--- src/rtl/calc_accumulator_core.sv ---
// Accumulator datapath for the calculator: eight Enter-triggered operations on NumOut,
// including a shift-add multiply that takes several cycles and an UNDO history of previous accumulator values.
module calc_accumulator_core #(
    parameter int WIDTH      = 8,
    parameter int HIST_DEPTH = 4
) (
    input  logic                          clock,
    input  logic                          Reset,
    input  logic [WIDTH-1:0]              NumIn,
    input  logic [2:0]                    OpIn,
    input  logic                          Enter,
    output logic [WIDTH-1:0]              NumOut,
    output logic                          Carry,
    output logic                          Busy,
    output logic                          Done,
    output logic                          Err,
    output logic [$clog2(HIST_DEPTH):0]   HistCount
);

    localparam int PW = (HIST_DEPTH > 1) ? $clog2(HIST_DEPTH) : 1;
    localparam int IW = $clog2(WIDTH);
    localparam int CW = $clog2(HIST_DEPTH) + 1;

    localparam logic [2:0] OP_ADD  = 3'd0;
    localparam logic [2:0] OP_SUB  = 3'd1;
    localparam logic [2:0] OP_OR   = 3'd2;
    localparam logic [2:0] OP_EQ   = 3'd3;
    localparam logic [2:0] OP_AND  = 3'd4;
    localparam logic [2:0] OP_XOR  = 3'd5;
    localparam logic [2:0] OP_MUL  = 3'd6;
    localparam logic [2:0] OP_UNDO = 3'd7;

    typedef enum logic {IDLE, MUL} state_t;

    state_t                 state_reg, state_next;
    logic                   enter_q;
    logic [2*WIDTH-1:0]     mcand_reg;
    logic [WIDTH-1:0]       mplier_reg;
    logic [2*WIDTH-1:0]     prod_reg;
    logic [IW-1:0]          iter_reg;
    logic [PW-1:0]          wr_ptr_reg;
    logic [WIDTH-1:0]       hist_mem [HIST_DEPTH];

    logic [WIDTH-1:0]       num_next;
    logic                   carry_next, done_next, err_next;
    logic                   accept, mul_last, hist_empty, push, pop;
    logic [WIDTH:0]         sum;
    logic [2*WIDTH-1:0]     prod_sum;
    logic [PW-1:0]          ptr_inc, ptr_dec;

    assign accept     = Enter & ~enter_q & (state_reg == IDLE);
    assign sum        = {1'b0, NumOut} + {1'b0, NumIn};
    assign prod_sum   = prod_reg + (mplier_reg[0] ? mcand_reg : '0);
    assign mul_last   = (state_reg == MUL) && (iter_reg == IW'(WIDTH - 1));
    assign hist_empty = (HistCount == '0);
    // MUL records its old A only when it finishes, so an aborted multiply leaves no trace.
    assign push       = (accept && OpIn != OP_UNDO && OpIn != OP_MUL) || mul_last;
    assign pop        = accept && OpIn == OP_UNDO && !hist_empty;
    assign ptr_inc    = (wr_ptr_reg == PW'(HIST_DEPTH - 1)) ? '0 : wr_ptr_reg + 1'b1;
    assign ptr_dec    = (wr_ptr_reg == '0) ? PW'(HIST_DEPTH - 1) : wr_ptr_reg - 1'b1;
    assign Busy       = (state_reg == MUL);

    always_comb begin
        state_next = state_reg;
        num_next   = NumOut;
        carry_next = Carry;
        done_next  = 1'b0;
        err_next   = 1'b0;
        case (state_reg)
            IDLE: begin
                if (accept) begin
                    done_next = 1'b1;
                    case (OpIn)
                        OP_ADD: {carry_next, num_next} = sum;
                        OP_SUB: begin
                            num_next   = NumOut - NumIn;
                            carry_next = (NumIn > NumOut);
                        end
                        OP_OR: begin
                            num_next   = NumOut | NumIn;
                            carry_next = 1'b0;
                        end
                        OP_EQ: begin
                            num_next   = (NumOut == NumIn) ? WIDTH'(1) : '0;
                            carry_next = 1'b0;
                        end
                        OP_AND: begin
                            num_next   = NumOut & NumIn;
                            carry_next = 1'b0;
                        end
                        OP_XOR: begin
                            num_next   = NumOut ^ NumIn;
                            carry_next = 1'b0;
                        end
                        OP_MUL: begin
                            state_next = MUL;
                            done_next  = 1'b0;
                        end
                        default: begin
                            if (hist_empty) begin
                                err_next  = 1'b1;
                                done_next = 1'b0;
                            end else begin
                                num_next   = hist_mem[ptr_dec];
                                carry_next = 1'b0;
                            end
                        end
                    endcase
                end
            end
            MUL: begin
                if (mul_last) begin
                    state_next = IDLE;
                    num_next   = prod_sum[WIDTH-1:0];
                    carry_next = |prod_sum[2*WIDTH-1:WIDTH];
                    done_next  = 1'b1;
                end
            end
            default: state_next = IDLE;
        endcase
    end

    always_ff @(posedge clock or posedge Reset) begin
        if (Reset) begin
            state_reg <= IDLE;
            enter_q   <= 1'b1;
            NumOut    <= '0;
            Carry     <= 1'b0;
            Done      <= 1'b0;
            Err       <= 1'b0;
        end else begin
            state_reg <= state_next;
            enter_q   <= Enter;
            NumOut    <= num_next;
            Carry     <= carry_next;
            Done      <= done_next;
            Err       <= err_next;
        end
    end

    // Multiplier: A is consumed LSB first while B shifts left into the 2*WIDTH product.
    always_ff @(posedge clock or posedge Reset) begin
        if (Reset) begin
            mcand_reg  <= '0;
            mplier_reg <= '0;
            prod_reg   <= '0;
            iter_reg   <= '0;
        end else if (accept && OpIn == OP_MUL) begin
            mcand_reg  <= {{WIDTH{1'b0}}, NumIn};
            mplier_reg <= NumOut;
            prod_reg   <= '0;
            iter_reg   <= '0;
        end else if (state_reg == MUL) begin
            mcand_reg  <= mcand_reg << 1;
            mplier_reg <= mplier_reg >> 1;
            prod_reg   <= prod_sum;
            iter_reg   <= iter_reg + 1'b1;
        end
    end

    always_ff @(posedge clock or posedge Reset) begin
        if (Reset) begin
            wr_ptr_reg <= '0;
            HistCount  <= '0;
        end else if (push) begin
            wr_ptr_reg <= ptr_inc;
            if (HistCount != CW'(HIST_DEPTH))
                HistCount <= HistCount + 1'b1;
        end else if (pop) begin
            wr_ptr_reg <= ptr_dec;
            HistCount  <= HistCount - 1'b1;
        end
    end

    // Entry contents need no reset: HistCount gates every read.
    always_ff @(posedge clock) begin
        if (push)
            hist_mem[wr_ptr_reg] <= NumOut;
    end

endmodule

--- config.mk ---
export PLATFORM = sky130hd
export DESIGN_NAME = calc_accumulator_core
export DESIGN_NICKNAME = d
export VERILOG_FILES = /design/src/rtl/calc_accumulator_core.sv
export SDC_FILE = /design/constraint.sdc
export NUM_CORES = 1
export LEC_CHECK = 0
export BUFFER_PORTS_ARGS = -buffer_cell sky130_fd_sc_hd__buf_2
export CORE_UTILIZATION = 50
export CTS_BUF_LIST = sky130_fd_sc_hd__clkbuf_8
export DETAILED_ROUTE_END_ITERATION = 12
export PLACE_DENSITY_LB_ADDON = 0.08
export SLEW_MARGIN = 20
export SYNTH_ARGS = -nofsm -noshare
export SYNTH_HDL_FRONTEND = slang
export SYNTH_SLANG_ARGS = --single-unit
--- constraint.sdc ---
create_clock -name clock -period 3.4 [get_ports clock]
set_input_delay 0.34 -clock clock [delete_from_list [all_inputs] [get_ports clock]]
set_output_delay 0.34 -clock clock [all_outputs]
set_load 0.02 [all_outputs]
==> flow_summary.toml <==
[cts]
post_cts_buffers = 0
numCtsBuffers = 9
clock-sinks = 93
path_clk_slew_ns = 0.09
cts_max_path_buffers = 2
cts_hold_buf = 0
cts_tree = "built"
cts.repair.resized = 0
clockRootBuffer = "clkbuf_8"
insertion_delay_ns = 0.37
cts_max_level = 3

[timing]
finalMaxSlewViolations = 0
setup_slack_ns = 0.2125
clock_skew_ns = 0.006250
tightestPinTransition_ns = 0.8571
fin_crit_ns = 3.188
fmax_ghz = 0.3137
finalSetupViolCount = 0
rsz0062_at_grt = "no"
fin_crit_sh_pct = 93.75
setup_tns_ns = 0
slew_headroom_pct = 42.86
finalHoldViolations = 0

[synthesis]
syn_nets = 644
syn_area_um2 = 5625
syn_inst = 580
ys_ff_latch = 93
synth-edff-count = 32
synthArstFlopShare_pct = 65.59
synth-main-ff-cell = "dfrtp_1"
avgSynthCellArea_um2 = 9.699
ys_types = 61
yosysSeqAreaShare_pct = 44.24
yosys_warnings = 0

[global_route]
grt_pass1_wl_mm = 21.25
antenna_found_initial = 0
grt_overflow = 0
grt_max_degree = 64
track_usage_pct = 24.01
grt_pass1_vias = 4189

[floorplan]
placementRows = 38
initial_core_util_pct = 51.67
die_x_um = 108.1
die_h_um = 108.1
io_pins = 29
design.core.area_um2 = 10890
die-area_um2 = 11680

[routing]
drt_wl_total_mm = 12.77
dr_wl_met3_um = 533
drc = 0
wl_met2_mm = 5.949
wl_met1_mm = 6.121
wl_per_cell_um = 17.14
vias = 4254
dr.max_layer_used = "met4"
drt_iter0_markers = 197
dr.pass1.iters = 4
vias_per_cell = 5.710
ant_nets = 0

[finish]
nFillCells = 997
fin_util_pct = 55.77
final_nets = 664
stdcell_area_um2 = 6072
largest_register_ffs = 32
n_antenna_cell = 0
drive_above_1_share_pct = 11.24
area_growth_syn_to_layout_pct = 7.940

[worst_setup_path]
worstPathCellList = "and2_1 -> ha_1 -> fa_1 -> a21oi_2 -> o2111ai_1 -> a31o_1 -> a21oi_2 -> nor2b_1 -> o31a_1 -> or4_1 -> o31a_1"
critPathKind = "flip-flop to flip-flop"
crit_slowest_cell = "or4_1"
critPathLaunchType = "flip-flop"
path_max_fanout = 3
worstPathRequired_ns = 3.67
r2r_setup_slack_ns = 0.21
reg2reg_depth = 11
slowest_delay_ns = 0.51
cp-end-kind = "flip-flop"
worstPathArrival_ns = 3.45

[place]
portBuffers = 28
dp_hpwl_mm = 9.225
pre_cts_ws_ns = 0.2468
gp_congestion = 0.8786
dpl_cell_area_um2 = 5896

[worst_hold_path]
hold_depth = 1
hold_path.class = "input port to flip-flop"

[power]
cellPowerDensity_nw_per_um2 = 763.7
vdd_drop_max_uv = 363.6
leakage_uw = 0.002772

[run_status]
status = "completed"

[run]
maxCapViolCount = 0
-- area by class of cell --
cell class | instances | area [µm²] | share of cell area [%]
multi-input combinational | 425 | 2903 | 47.81
sequential | 93 | 2490 | 41.01
timing repair buffer | 35 | 192.7 | 3.173
tap | 140 | 175.2 | 2.885
clock buffer | 10 | 137.6 | 2.267
inverter | 36 | 136.4 | 2.246
clock inverter | 6 | 37.54 | 0.6182
-- layer usage --
| metal | vias to the layer above | global-route usage, % |
|---|---|---|
| met5 | - | 0 |
| met3 | 11 | 3.556 |
| met1 | 2066 | 33.20 |
| li1 | 2106 | - |
| met2 | 71 | 37.90 |
| met4 | 0 | 9.491 |
-- report_power, final --
part           switching (µW)  internal, µW  total, µW
Sequential                321          1510       1830
Clock                     402           284        685
Combinational            1270           847       2120
-- stage by stage --
step / power (µW) / cells / hold slack, ns
floorplan: 3365 / 580 / 0.3445
global placement: 3921 / 729 / 0.4616
detailed placement: 3981 / 729 / 0.4639
CTS: 4674 / 745 / 0.05614
global route: 5016 / 745 / 0.06171
finish: 4637 / 745 / 0.07448
-- logic make-up (layout without fill, tap and decap cells) --
kind of cell	Yosys count	in the layout	share of synthesized area (%)
AOI/OAI and AO/OA	156	156	17.99
adders and majority gates	50	50	11.65
xor gates and xnor gates	18	18	2.802
buffers and inverters	62	87	4.159
and+or+nand+nor	188	188	15.04
DFF	93	93	44.24
muxes	13	13	4.115
-- worst paths after layout --
path | startpoint | to
worst max-delay path | mcand_reg[0] | Carry
worst min-delay path | Enter | enter_q
worst max register to register | mcand_reg[0] | Carry
worst min register to register | mplier_reg[3] | mplier_reg[3]
max in group asynchronous | Reset | mcand_reg[12]
min in group asynchronous | Reset | Err
-- placed cells by master (no fill, tap or decap), types with 3 or more instances in the layout --
cell type  netlist  routed
nor2b_1          4       4
or3_1            4       4
o211ai_1         5       5
edfxtp_1        32      32
a31o_1           3       3
o21ai_0         43      43
nor3_1           3       3
a22oi_1         16      16
inv_2            4       4
mux2i_1          4       4
nor4_1           5       5
inv_1           32      31
clkbuf_8         0      10
o21ai_1          6       6
and3_1           3       3
mux4_2           8       8
dfrtp_1         60      59
xor2_1           4       4
nand2_1         91      91
ha_1            46      46
buf_2            1      28
nor2_1          34      34
o31a_1           4       4
nand3_1         14      14
a31oi_1         11      11
o2111ai_1        3       3
o21bai_1         3       3
a21o_1           8       8
a22o_1           5       5
o311ai_0         3       3
xnor2_1         14      14
a21oi_1         26      26
and2_1          19      19
nand2b_1         3       3
buf_4            0       7
fa_1             4       4
-- cell usage after synthesis (all sizes together), types with 5 or more instances --
library cell  instances  area, µm²
dfrtp                60       1501
o21ai                49      245.2
a22o                  5      43.79
nand3                14      70.07
and2                 20      125.1
nor2                 35      133.9
xnor2                14      122.6
ha                   46      575.6
o211ai                5      37.54
clkbuf               23      86.33
a22oi                16      120.1
nand2                91      341.6
nor4                  5      31.28
a21o                  8      60.06
mux4                  8      180.2
inv                  36      135.1
a31oi                11      68.82
edfxtp               32      960.9
a21oi                28      147.6
-- critical path, delay by kind of cell, from the launching register on --
family / cells / cell delay [ns]
adder cells (fa/ha/maj): 2 / 0.62
flip-flops: 1 / 0.40
AO/OA/AOI/OAI: 6 / 1.33
AND/OR/NAND/NOR: 3 / 0.72
Note: power is estimated with default switching activity, not from simulation.
